### src/rtl/rv_pkg.sv
// Shared RISC-V core definitions: opcode constants, IF/ID buffer state encoding
// and the IF/ID entry record.
package rv_pkg;

  localparam int unsigned PC_W = 64;

  localparam logic [6:0] OPC_LOAD      = 7'b0000011;
  localparam logic [6:0] OPC_OP_IMM    = 7'b0010011;
  localparam logic [6:0] OPC_OP_IMM_32 = 7'b0011011;
  localparam logic [6:0] OPC_JALR      = 7'b1100111;
  localparam logic [6:0] OPC_SYSTEM    = 7'b1110011;
  localparam logic [6:0] OPC_STORE     = 7'b0100011;
  localparam logic [6:0] OPC_BRANCH    = 7'b1100011;

  typedef enum logic [1:0] {
    EMPTY = 2'd0,
    ONE   = 2'd1,
    FULL  = 2'd2
  } if_id_state_e;

  typedef struct packed {
    logic [PC_W-1:0] pc;
    logic [31:0]     instr;
  } if_id_entry_t;

endpackage

### src/rtl/imm12_sel.sv
// Selects the raw 12-bit immediate field of an instruction by opcode class.
// B-type yields imm[12:1]; the consumer shifts left after sign extension.
module imm12_sel
  import rv_pkg::*;
(
  input  logic [31:0] i_instr,
  output logic [11:0] o_imm12
);

  logic [6:0] w_opcode;

  assign w_opcode = i_instr[6:0];

  always_comb begin
    o_imm12 = 12'h000;
    case (w_opcode)
      OPC_LOAD, OPC_OP_IMM, OPC_OP_IMM_32, OPC_JALR, OPC_SYSTEM:
        o_imm12 = i_instr[31:20];
      OPC_STORE:
        o_imm12 = {i_instr[31:25], i_instr[11:7]};
      OPC_BRANCH:
        o_imm12 = {i_instr[31], i_instr[7], i_instr[30:25], i_instr[11:8]};
      default:
        o_imm12 = 12'h000;
    endcase
  end

endmodule

### src/rtl/if_id_skid_reg.sv
// Two-entry IF/ID skid register with flush and field split-out.
// Define IF_ID_STALL_CNT_EN to add the stall_cnt output.
module if_id_skid_reg
  import rv_pkg::*;
#(
  parameter int unsigned XLEN = 64
) (
  input  logic            clk,
  input  logic            rst,
  input  logic            flush,
  input  logic            in_valid,
  output logic            in_ready,
  input  logic [XLEN-1:0] in_pc,
  input  logic [31:0]     in_instr,
  output logic            out_valid,
  input  logic            out_ready,
  output logic [XLEN-1:0] out_pc,
  output logic [31:0]     out_instr,
  output logic [6:0]      out_opcode,
  output logic [4:0]      out_rd,
  output logic [2:0]      out_funct3,
  output logic [4:0]      out_rs1,
  output logic [4:0]      out_rs2,
  output logic [6:0]      out_funct7,
  output logic [11:0]     out_imm12
`ifdef IF_ID_STALL_CNT_EN
  ,
  output logic [31:0]     stall_cnt
`endif
);

  if_id_state_e r_state;
  if_id_entry_t r_main;
  if_id_entry_t r_skid;
  if_id_entry_t w_in;
  logic         w_accept;
  logic         w_consume;

  assign w_in.pc    = PC_W'(in_pc);
  assign w_in.instr = in_instr;

  // Both handshake flags depend only on state, so no out_ready -> in_ready path.
  assign in_ready  = (r_state != FULL);
  assign out_valid = (r_state != EMPTY);
  assign w_accept  = in_valid & in_ready;
  assign w_consume = out_valid & out_ready;

  always_ff @(posedge clk or posedge rst) begin
    if (rst) begin
      r_state <= EMPTY;
      r_main  <= '0;
      r_skid  <= '0;
    end else if (flush) begin
      r_state <= EMPTY;
    end else begin
      case (r_state)
        EMPTY: begin
          if (w_accept) begin
            r_main  <= w_in;
            r_state <= ONE;
          end
        end
        ONE: begin
          if (w_accept && w_consume) begin
            r_main <= w_in;
          end else if (w_accept) begin
            r_skid  <= w_in;
            r_state <= FULL;
          end else if (w_consume) begin
            r_state <= EMPTY;
          end
        end
        FULL: begin
          if (w_consume) begin
            r_main  <= r_skid;
            r_state <= ONE;
          end
        end
        default: r_state <= EMPTY;
      endcase
    end
  end

  assign out_pc     = XLEN'(r_main.pc);
  assign out_instr  = r_main.instr;
  assign out_opcode = r_main.instr[6:0];
  assign out_rd     = r_main.instr[11:7];
  assign out_funct3 = r_main.instr[14:12];
  assign out_rs1    = r_main.instr[19:15];
  assign out_rs2    = r_main.instr[24:20];
  assign out_funct7 = r_main.instr[31:25];

  imm12_sel u_imm12_sel (
    .i_instr (r_main.instr),
    .o_imm12 (out_imm12)
  );

`ifdef IF_ID_STALL_CNT_EN
  logic [31:0] r_stall_cnt;

  // Flush deliberately does not clear the count.
  always_ff @(posedge clk or posedge rst) begin
    if (rst) begin
      r_stall_cnt <= 32'd0;
    end else if (out_valid && !out_ready) begin
      r_stall_cnt <= r_stall_cnt + 32'd1;
    end
  end

  assign stall_cnt = r_stall_cnt;
`endif

endmodule

### config.mk
export PLATFORM = sky130hd
export DESIGN_NAME = if_id_skid_reg
export DESIGN_NICKNAME = d
export VERILOG_FILES = /design/src/rtl/rv_pkg.sv /design/src/rtl/imm12_sel.sv /design/src/rtl/if_id_skid_reg.sv
export SDC_FILE = /design/constraint.sdc
export NUM_CORES = 1
export LEC_CHECK = 0
export CAP_MARGIN = 20
export CELL_PAD_IN_SITES_DETAIL_PLACEMENT = 0
export CELL_PAD_IN_SITES_GLOBAL_PLACEMENT = 1
export CORE_UTILIZATION = 30
export CTS_BUF_LIST = sky130_fd_sc_hd__clkbuf_16
export CTS_CLUSTER_DIAMETER = 100
export DETAILED_ROUTE_END_ITERATION = 16
export HOLD_SLACK_MARGIN = 0.03
export PLACE_DENSITY = 0.69
export SETUP_SLACK_MARGIN = 0.2
export SLEW_MARGIN = 10
export SYNTH_ARGS = -nofsm -noshare
export SYNTH_HDL_FRONTEND = slang
export SYNTH_HIERARCHICAL = 1
export SYNTH_SLANG_ARGS = --single-unit
### constraint.sdc
create_clock -name clk -period 15.18 [get_ports clk]
set_clock_uncertainty 0.05 [all_clocks]
set_input_delay 3.036 -clock clk [delete_from_list [all_inputs] [get_ports clk]]
set_output_delay 3.036 -clock clk [all_outputs]
set_load 0.01 [all_outputs]
==> impl_metrics.json <==
{
  "number_of_antenna_violations_at_the_first_check_in_global_routing": 1,
  "cell_with_the_largest_stage_delay_on_the_worst_path": "dfrtp_1",
  "p_leak_nw": 4.95,
  "gp_congestion": 0.762,
  "globalRoute.totalOverflow": 0,
  "yosys.cell_count.top_type": "mux2_2",
  "clock_path_buffers": 2,
  "flow.area_growth_from_synthesis_pct": 34.1,
  "tritoncts": "done",
  "synth_area_sq_um": 9020,
  "die_h_um": 175,
  "final_net_count": 912,
  "achievable-frequency_mhz": 170,
  "timing.final.crit_period_ns": 5.87,
  "drc": 0,
  "placeableCoreArea_sq_um": 29600,
  "initial_utilization_pct": 30.4,
  "groute.usage.overall_pct": 13.5,
  "ctsRootBufferMaster": "clkbuf_16",
  "cell_breakdown_of_the_critical_path": "nand2_1 > nor3_2 > o21a_1 > o2bb2ai_1 > clkdlybuf4s50_1",
  "hold_start": "r_skid[47]",
  "crit_cells": 5,
  "status": "completed",
  "postSynthAreaPerCell_sq_um": 14.7,
  "clkLatencyLatePin_ns": 0.42,
  "ys_top_cells_by_count": "mux2_2, dfrtp_1, buf_4, buf_2, buf_6",
  "synth_largest_area_cell": "dfrtp_1",
  "worst_hold_path.num_cells": 1,
  "floorplan.rows": 63,
  "dr.pass1.iters": 4,
  "unrepaired_setup_endpoints_after_global_routing": "false",
  "routed-via-count": 5488,
  "slew-limit-headroom_pct": 40.9,
  "synth_seq_cells": 194,
  "drv.max_cap_violation_count": 0,
  "num_io_pins": 243,
  "powerDensity_nw_per_um2": 129,
  "fp.dieW_um": 175,
  "post_cts_resized": 0,
  "pin_count_of_the_biggest_net_entering_global_routing": 118,
  "numPortBuffers": 242,
  "post-layout-total-power_mw": 1.56,
  "crit_buf_inv": 1,
  "area_of_the_die_sq_um": 30800,
  "count_of_clock_tree_sinks": 194,
  "final_layout_size_suffix_gt1_share_pct": 40.7,
  "final_max_tran_viols": 0,
  "cts.clk_slew.worst_paths_ns": 0.07,
  "r2r_start": "r_state[1]",
  "irDropWorstVdd_uv": 54.7,
  "synth_enable_flop_cells": 0,
  "worst_setup_sp_type": "flop",
  "tightestPinTransition_ns": 0.886,
  "synth_sequential_area_ratio_pct": 53.8,
  "synth_largest_type_area_fraction_pct": 53.8,
  "totalWireLength_mm": 20.4,
  "synth.net_count": 713,
  "timing.critical_path.required_ns": 12.09,
  "dp_cells": 1181,
  "cts-htree-levels": 4,
  "drt-initial-drc-count": 178,
  "crit_type": "reg2out",
  "vias_per_cell": 4.52,
  "count_of_final_hold_check_violations": 0,
  "cts_post_setup_buffers_inserted": 0,
  "setup_viol": 0,
  "cts-buffers-inserted": 17,
  "drtAntennaViolNets": 0,
  "number_of_hold_buffers_added_after_cts": 0,
  "hp-class": "reg2reg",
  "post_synth_main_area_contributors": "dfrtp_1, mux2_2, buf_4, buf_2, buf_6",
  "finalSetupTns_ns": 0,
  "nFillCells": 2826,
  "reg2regPathDepth": 4,
  "crit_path_max_fanout": 22,
  "worst_setup_path_end_kind": "output port",
  "wl_per_cell_um": 16.8,
  "fin_cells": 1214,
  "critPathArrivalTime_ns": 2.79,
  "critical-path-top-delay-family": "flip-flops",
  "postSynth.topFlopCell": "dfrtp_1",
  "grt_pass1_wl_mm": 32.3,
  "postSynth.asyncResetShare_pct": 100,
  "yosysWarnings": 6,
  "synth_cell_types": 31,
  "synthCells": 612,
  "hpwl_mm": 13.3,
  "number_of_global_route_vias_before_repair": 5696,
  "worst_path_largest_cell_delay_ns": 0.91,
  "timing.final.crit_share_pct": 38.7,
  "worstSetupStartpoint": "out_instr[6]"
}
where the power goes:
part | total, mW | internal [mW] | switching [mW]
registers | 0.724 | 0.643 | 0.0813
clock network | 0.430 | 0.215 | 0.215
logic | 0.409 | 0.269 | 0.140
total | 1.56 | 1.13 | 0.436
metrics by stage:
stage,utilization (%),area [sq um],hold WS [ns],worst slack [ns]
floorplan,-,9020,0.424,6.81
global placement,38.8,11500,0.433,9.43
detailed placement,38.8,11500,0.437,9.38
CTS,40.7,12100,0.455,9.24
global route,40.8,12100,0.467,9.06
finish,40.8,12100,0.452,9.31
layout by cell type (no fill, tap or decap), types with 2 or more instances in the layout:
cell type / Yosys / layout
mux2i_1: 6 / 6
a21oi_1: 8 / 8
inv_6: 0 / 4
clkinv_4: 0 / 3
dfrtp_1: 194 / 194
mux2_2: 288 / 288
buf_4: 33 / 5
clkbuf_16: 0 / 17
clkinv_8: 0 / 2
clkdlybuf4s50_1: 0 / 242
nand2_1: 8 / 8
a21o_1: 5 / 5
inv_8: 0 / 2
o2bb2ai_1: 5 / 5
nor2_1: 3 / 3
clkinv_2: 0 / 2
nand2b_1: 6 / 6
cell type report:
type / instances / area, sq um / share of cell area (%)
timing repair buffer: 248 / 2490 / 20.6
multi-input combinational: 347 / 3690 / 30.5
clock inverter: 14 / 126 / 1.04
tap: 390 / 488 / 4.03
clock buffer: 17 / 425 / 3.52
antenna: 1 / 2.50 / 0.0207
inverter: 3 / 18.8 / 0.155
sequential: 194 / 4850 / 40.1
per-layer routing:
| layer | global-route usage [%] | wire length [um] | vias up |
|---|---|---|---|
| met2 | 21.6 | 9580 | 147 |
| met1 | 17.6 | 9270 | 2774 |
| li1 | - | - | 2557 |
| met5 | 0 | 0 | - |
| met4 | 2.86 | 160 | 0 |
| met3 | 4.81 | 1430 | 10 |
final timing paths:
| kind | to | slack (ns) |
|---|---|---|
| max | out_imm12[2] | 9.31 |
| min | r_skid[47] | 0.45 |
| max reg2reg | r_skid[9] | 12.59 |
| min reg2reg | r_skid[47] | 0.45 |
| max in group asynchronous | out_pc[27] | 10.63 |
| min in group asynchronous | r_skid[46] | 3.13 |
sequential cells by signal, indices dropped and copies added, names as in the netlist:
register / flops
out_instr: 32
r_skid: 96
r_state: 2
out_pc: 64
worst register-to-register path, cell delays in order (launching register included):
cell	delay [ns]
dfrtp_1	0.45
nor2b_1	0.26
nand3_4	0.69
buf_4	0.66
mux2_2	0.37
cell families after synthesis:
| family | synth area share (%) |
|---|---|
| compound gates | 2.32 |
| xor+xnor | 0.0972 |
| buf+inv | 5.44 |
| flops | 53.8 |
| mux | 36.6 |
| simple gates | 1.67 |
(Power assumes the default switching activity.)
